File: src/rtl/bus_decoder.sv
// -----------------------------------------------------------------------------
// bus_decoder
//
// Purpose:
//   Single-master, NSLAVES-slave bus decoder. Each master request is
//   registered, routed to the lowest-indexed slave whose bank ID matches the
//   top BANK_W address bits, and terminated back to the master with a
//   one-cycle ack. Read data is masked per byte lane. Unmapped banks terminate
//   with an error ack. With BUS_DECODER_TIMEOUT_EN defined, a slave that does
//   not ack within TIMEOUT BUSY cycles also terminates with an error ack.
//
// Configuration macro:
//   BUS_DECODER_TIMEOUT_EN - compile in the BUSY timeout counter and error path.
//                            Undefined: BUSY waits for the slave ack forever.
//
// Handshake:
//   The master raises m_stb_i and holds it, with m_adr_i/m_dat_i/m_sel_i/m_we_i
//   stable, until m_ack_o; m_ack_o is a single-cycle pulse and m_err_o/m_dat_o
//   are valid only while it is high. Towards the slaves, s_stb_o[k] is held
//   until s_ack_i[k] is seen; s_dat_i slice k must be valid in that ack cycle.
//
// Ports:
//   clk, rst_i                 clock, asynchronous active-high reset
//   m_adr_i/m_dat_i/m_sel_i    master address, write data, byte lane selects
//   m_we_i/m_stb_i             master write enable, request strobe
//   m_ack_o/m_err_o/m_dat_o    master termination pulse, error flag, read data
//   s_stb_o                    one-hot slave strobes
//   s_adr_o/s_dat_o/s_sel_o    address/write data/lane selects to all slaves
//   s_we_o                     write enable to all slaves
//   s_ack_i/s_dat_i            slave acks and packed slave read data
//   err_adr_o/err_cnt_o        last errored address, saturating error count
//
// Debug: FSM state is held in state_q (state_e: ST_IDLE, ST_BUSY, ST_DONE).
// -----------------------------------------------------------------------------
module bus_decoder #(
  parameter int                        NSLAVES  = 4,
  parameter int                        ADDR_W   = 32,
  parameter int                        DATA_W   = 32,
  parameter int                        BANK_W   = 8,
  parameter logic [NSLAVES*BANK_W-1:0] BANK_IDS = {8'h03, 8'h02, 8'h01, 8'h00},
  parameter int                        TIMEOUT  = 255
) (
  input  logic                        clk,
  input  logic                        rst_i,
  input  logic [ADDR_W-1:0]           m_adr_i,
  input  logic [DATA_W-1:0]           m_dat_i,
  input  logic [DATA_W/8-1:0]         m_sel_i,
  input  logic                        m_we_i,
  input  logic                        m_stb_i,
  output logic                        m_ack_o,
  output logic                        m_err_o,
  output logic [DATA_W-1:0]           m_dat_o,
  output logic [NSLAVES-1:0]          s_stb_o,
  output logic [ADDR_W-1:0]           s_adr_o,
  output logic [DATA_W-1:0]           s_dat_o,
  output logic [DATA_W/8-1:0]         s_sel_o,
  output logic                        s_we_o,
  input  logic [NSLAVES-1:0]          s_ack_i,
  input  logic [NSLAVES*DATA_W-1:0]   s_dat_i,
  output logic [ADDR_W-1:0]           err_adr_o,
  output logic [7:0]                  err_cnt_o
);

  localparam int SEL_W = DATA_W / 8;

  typedef enum logic [1:0] {
    ST_IDLE = 2'd0,
    ST_BUSY = 2'd1,
    ST_DONE = 2'd2
  } state_e;

  state_e              state_q;
  logic [NSLAVES-1:0]  s_stb_q;
  logic [ADDR_W-1:0]   s_adr_q;
  logic [DATA_W-1:0]   s_dat_q;
  logic [SEL_W-1:0]    s_sel_q;
  logic                s_we_q;
  logic                m_ack_q;
  logic                m_err_q;
  logic [DATA_W-1:0]   m_dat_q;
  logic [ADDR_W-1:0]   err_adr_q;
  logic [7:0]          err_cnt_q;

  // Bank decode: first match scanning upward, so duplicate IDs resolve to the
  // lowest slave index.
  logic [BANK_W-1:0]   bank;
  logic [NSLAVES-1:0]  hit_oh;
  logic                found;

  assign bank = m_adr_i[ADDR_W-1 -: BANK_W];

  always_comb begin
    hit_oh = '0;
    found  = 1'b0;
    for (int k = 0; k < NSLAVES; k++) begin
      if (!found && (bank == BANK_IDS[k*BANK_W +: BANK_W])) begin
        hit_oh[k] = 1'b1;
        found     = 1'b1;
      end
    end
  end

  // Read path: s_stb_q is one-hot, so OR-ing the gated slices selects the
  // active slave without an index decode.
  logic [DATA_W-1:0] rd_sel;
  logic [DATA_W-1:0] rd_masked;
  logic              ack_hit;

  always_comb begin
    rd_sel    = '0;
    rd_masked = '0;
    for (int k = 0; k < NSLAVES; k++) begin
      if (s_stb_q[k]) begin
        rd_sel = rd_sel | s_dat_i[k*DATA_W +: DATA_W];
      end
    end
    for (int b = 0; b < SEL_W; b++) begin
      rd_masked[b*8 +: 8] = s_sel_q[b] ? rd_sel[b*8 +: 8] : 8'h00;
    end
  end

  // Acks from slaves that are not currently strobed are ignored.
  assign ack_hit = |(s_ack_i & s_stb_q);

  logic tmo_hit;

`ifdef BUS_DECODER_TIMEOUT_EN
  // tmo_cnt_q counts completed BUSY cycles, so in the TIMEOUT-th BUSY cycle it
  // holds TIMEOUT-1 and the FSM leaves BUSY at the following edge.
  localparam logic [15:0] TMO_LAST = 16'(TIMEOUT - 1);
  logic [15:0] tmo_cnt_q;

  always_ff @(posedge clk or posedge rst_i) begin
    if (rst_i) begin
      tmo_cnt_q <= '0;
    end else if (state_q == ST_BUSY) begin
      tmo_cnt_q <= tmo_cnt_q + 16'd1;
    end else begin
      tmo_cnt_q <= '0;
    end
  end

  assign tmo_hit = (tmo_cnt_q == TMO_LAST);
`else
  // TIMEOUT has no effect in this build; BUSY waits for the ack.
  logic unused_timeout;
  assign unused_timeout = (TIMEOUT == 0);
  assign tmo_hit        = 1'b0;
`endif

  always_ff @(posedge clk or posedge rst_i) begin
    if (rst_i) begin
      state_q   <= ST_IDLE;
      s_stb_q   <= '0;
      s_adr_q   <= '0;
      s_dat_q   <= '0;
      s_sel_q   <= '0;
      s_we_q    <= 1'b0;
      m_ack_q   <= 1'b0;
      m_err_q   <= 1'b0;
      m_dat_q   <= '0;
      err_adr_q <= '0;
      err_cnt_q <= '0;
    end else begin
      // Termination outputs are single-cycle; they are only set on DONE entry.
      m_ack_q <= 1'b0;
      m_err_q <= 1'b0;
      m_dat_q <= '0;
      case (state_q)
        ST_IDLE: begin
          if (m_stb_i) begin
            s_adr_q <= m_adr_i;
            s_dat_q <= m_dat_i;
            s_sel_q <= m_sel_i;
            s_we_q  <= m_we_i;
            if (found) begin
              s_stb_q <= hit_oh;
              state_q <= ST_BUSY;
            end else begin
              m_ack_q   <= 1'b1;
              m_err_q   <= 1'b1;
              err_adr_q <= m_adr_i;
              if (err_cnt_q != 8'hFF) err_cnt_q <= err_cnt_q + 8'd1;
              state_q   <= ST_DONE;
            end
          end
        end
        ST_BUSY: begin
          // An ack in the same cycle as the timeout takes priority.
          if (ack_hit) begin
            s_stb_q <= '0;
            m_ack_q <= 1'b1;
            m_dat_q <= s_we_q ? '0 : rd_masked;
            state_q <= ST_DONE;
          end else if (tmo_hit) begin
            s_stb_q   <= '0;
            m_ack_q   <= 1'b1;
            m_err_q   <= 1'b1;
            err_adr_q <= s_adr_q;
            if (err_cnt_q != 8'hFF) err_cnt_q <= err_cnt_q + 8'd1;
            state_q   <= ST_DONE;
          end
        end
        ST_DONE: begin
          state_q <= ST_IDLE;
        end
        default: begin
          state_q <= ST_IDLE;
        end
      endcase
    end
  end

  assign m_ack_o   = m_ack_q;
  assign m_err_o   = m_err_q;
  assign m_dat_o   = m_dat_q;
  assign s_stb_o   = s_stb_q;
  assign s_adr_o   = s_adr_q;
  assign s_dat_o   = s_dat_q;
  assign s_sel_o   = s_sel_q;
  assign s_we_o    = s_we_q;
  assign err_adr_o = err_adr_q;
  assign err_cnt_o = err_cnt_q;

endmodule

File: config.mk
export PLATFORM = sky130hd
export DESIGN_NAME = bus_decoder
export DESIGN_NICKNAME = d
export VERILOG_FILES = /design/src/rtl/bus_decoder.sv
export SDC_FILE = /design/constraint.sdc
export NUM_CORES = 1
export LEC_CHECK = 0
export ABC_AREA = 0
export CAP_MARGIN = 20
export CORE_MARGIN = 2
export CORE_UTILIZATION = 34
export CTS_CLUSTER_SIZE = 30
export DETAILED_ROUTE_END_ITERATION = 10
export HOLD_SLACK_MARGIN = 0.1
export PLACE_DENSITY = 0.76
export REMOVE_ABC_BUFFERS = 1
export SETUP_SLACK_MARGIN = 0.3
export SLEW_MARGIN = 0
export SYNTH_ARGS = -nofsm -noshare
export SYNTH_HDL_FRONTEND = slang
export SYNTH_SLANG_ARGS = --single-unit
export TNS_END_PERCENT = 1
File: constraint.sdc
create_clock -name clk -period 4.2 [get_ports clk]
set_input_delay 0.42 -clock clk [delete_from_list [all_inputs] [get_ports clk]]
set_output_delay 0.42 -clock clk [all_outputs]
set_load 0.02 [all_outputs]
==> results_dict.tcl <==
set metrics [dict create \
    hold_viol_final 0 \
    ys_warn_count 0 \
    viasPerCell 4.95 \
    fin_cells 1071 \
    min-delay-start "err_adr_o[15]" \
    powerDensity_nw_per_um2 453 \
    cts_hold_buffers 0 \
    ys_seq_area_frac 0.622 \
    wire_per_inst_um 19.3 \
    grt_setup_unrepaired "false" \
    rr_endpoint "s_stb_o[0]" \
    status "finished, final reports clean" \
    synthCells 486 \
    total_leakage_power_nw 4.26 \
    r2r_cells 5 \
    die_h_um 137 \
    ioPinCount 351 \
    postCtsSetupRepairBufs 0 \
    clkTransAtPathRegs_ns 0.06 \
    grt_overflow 0 \
    dp_hpwl_um 15200 \
    grt_max_degree 94 \
    synth_edf_count 0 \
    critPathArrivalTime_ns 2.64 \
    hold_end "err_adr_o[15]" \
    htree_num_levels 4 \
    layout.nets 1038 \
    dp_slack_ns 1.48 \
    r2r_slack_ns 2.05 \
    cts_resized 0 \
    synth-main-ff-cell "dfrtp_1" \
    async_flop_share 1.00 \
    vias 5300 \
    drv_slew 0 \
    min_path_cells 2 \
    grt_pass1_wl_um 30700 \
    synth.cells.most_frequent "dfrtp_1 (149), nand2_1 (86), mux2_2 (71)" \
    grt_usage 0.219 \
    setup_viol 0 \
    rows 48 \
    worst_pin_slew_ns 1.01 \
    synthesis.area_um2 5990 \
    maxCapViolations 0 \
    skew_ns 0.00832 \
    ir_drop_uv 259 \
    clock_latency_ns 0.41 \
    ys_seq_elements 149 \
    end_kind "flip-flop" \
    gp_congestion 0.826 \
    firstDrtPassIters 4 \
    relSlewSlack 0.325 \
    cts_tree "built" \
    min_period_ns 2.29 \
    fillers 1448 \
    io_buffers 350 \
    area_growth_pct 72.9 \
    post-route-period-util 0.544 \
    wirelength_um 20700 \
    critical_path_class "input port to flip-flop" \
    hold_path.class "flip-flop to flip-flop" \
    path_max_fanout 77 \
    required_ns 4.55 \
    critPathLaunchType "input port" \
    dieArea_um2 18700 \
    fin_ws_ns 1.91 \
    yosysMostFrequentCell "dfrtp_1" \
    synthTopCellsByArea "dfrtp_1 (62%), mux2_2 (13%), a22oi_1 (8.3%)" \
    start_util 0.348 \
    max_freq_mhz 437 \
    antenna_found_initial 1 \
    reg2reg_from "state_q[0]" \
    cts-root-buf "clkbuf_16" \
    yosys.area.top_type "dfrtp_1" \
    fp.coreArea_um2 17200 \
    cts_made_buffers 17 \
    yosys.area.top_type_share 0.622 \
    cts.sinks 149 \
    numPlacedInstances 1039 \
    die_x_um 137 \
    grt_pass1_vias 5404 \
    synth.avg_cell_area_um2 12.3 \
    yosys.cell_types.count 34 \
    clock_path_buffers 2 \
    drc 0 \
    antenna_left 0 \
    drtIter0Drc 245 \
    drive_gt1_frac 0.135 \
]
[worst max path at each step]
| stage | slack (ns) | start | end | cells past startpoint |
|---|---|---|---|---|
| after floorplan | -0.74 | state_q[0] | err_cnt_o[3] | 5 |
| after CTS | 1.89 | m_stb_i | s_stb_o[0] | 6 |
| after global placement | 1.51 | m_stb_i | s_stb_o[0] | 6 |
| final | 1.91 | m_stb_i | s_stb_o[0] | 6 |
| after detailed placement | 1.48 | m_stb_i | s_stb_o[0] | 6 |
| after global routing | 1.72 | m_stb_i | s_stb_o[0] | 6 |
[critical path, stage by stage]
cell and delay [ns]:
clkdlybuf4s50_1 0.56, nor3b_4 0.28, buf_4 0.79, nand3_1 0.28, nor3_1 0.20, a21o_1 0.11
[placed cells by master, fill, tap and decap left out, types with 4 or more instances in the layout]
| master | Yosys | layout |
|---|---|---|
| bufinv_16 | 0 | 4 |
| mux2_2 | 71 | 71 |
| nor2_1 | 5 | 5 |
| clkbuf_16 | 0 | 17 |
| nand2_1 | 86 | 86 |
| dfrtp_1 | 149 | 149 |
| a22oi_1 | 66 | 66 |
| buf_4 | 0 | 8 |
| a22o_1 | 7 | 7 |
| clkdlybuf4s50_1 | 0 | 350 |
| a21oi_1 | 36 | 36 |
[metal layers]
| layer | part of all wire | vias to the layer above | wire [um] | global-route usage |
|---|---|---|---|---|
| met5 | 0 | - | 0 | 0 |
| met4 | 0.031 | 0 | 635 | 0.101 |
| met3 | 0.10 | 37 | 2110 | 0.0863 |
| met2 | 0.49 | 243 | 10100 | 0.351 |
| met1 | 0.38 | 2572 | 7810 | 0.259 |
| li1 | - | 2448 | - | - |
[registers in the layout, indices dropped and copies added, names as in the netlist]
register	flops
state_q	2
s_we_o	1
s_stb_o	4
err_cnt_o	8
s_sel_o	4
err_adr_o	32
s_adr_o	32
m_dat_o	32
s_dat_o	32
m_ack_o	1
m_err_o	1
[area by class of cell]
cell class | instances | area [um2] | area share
timing repair buffer | 359 | 3580 | 0.346
clock buffer | 18 | 429 | 0.0414
clock inverter | 12 | 180 | 0.0174
antenna | 2 | 5.00 | 0.000483
inverter | 2 | 12.5 | 0.00121
sequential | 149 | 3730 | 0.360
multi-input combinational | 304 | 2140 | 0.206
tap | 225 | 282 | 0.0272
[per-stage QoR]
| step | setup TNS (ns) | util | power, mW | area, um2 | hold slack, ns |
|---|---|---|---|---|---|
| floorplan | -57.80 | - | 2.37 | 5870 | 0.502 |
| global placement | 0 | 0.565 | 3.12 | 9740 | 0.457 |
| detailed placement | 0 | 0.565 | 3.13 | 9740 | 0.462 |
| CTS | 0 | 0.601 | 4.75 | 10400 | 0.477 |
| global route | 0 | 0.601 | 4.90 | 10400 | 0.502 |
| finish | 0 | 0.601 | 4.69 | 10400 | 0.474 |
[power by group]
| part | switching (mW) | internal, mW | total [mW] |
|---|---|---|---|
| logic | 0.611 | 0.702 | 1.31 |
| registers | 0.146 | 1.64 | 1.79 |
| clock network | 0.594 | 0.990 | 1.58 |
[cells by family after synthesis]
group,count (synthesis),share of synthesized area
muxes,72,0.135
xor gates and xnor gates,3,0.00439
buffers and inverters,33,0.0221
adders and majority gates,1,0.00209
DFF,149,0.622
and+or+nand+nor,110,0.0791
AOI/OAI and AO/OA,118,0.135
(Power assumes the default switching activity.)
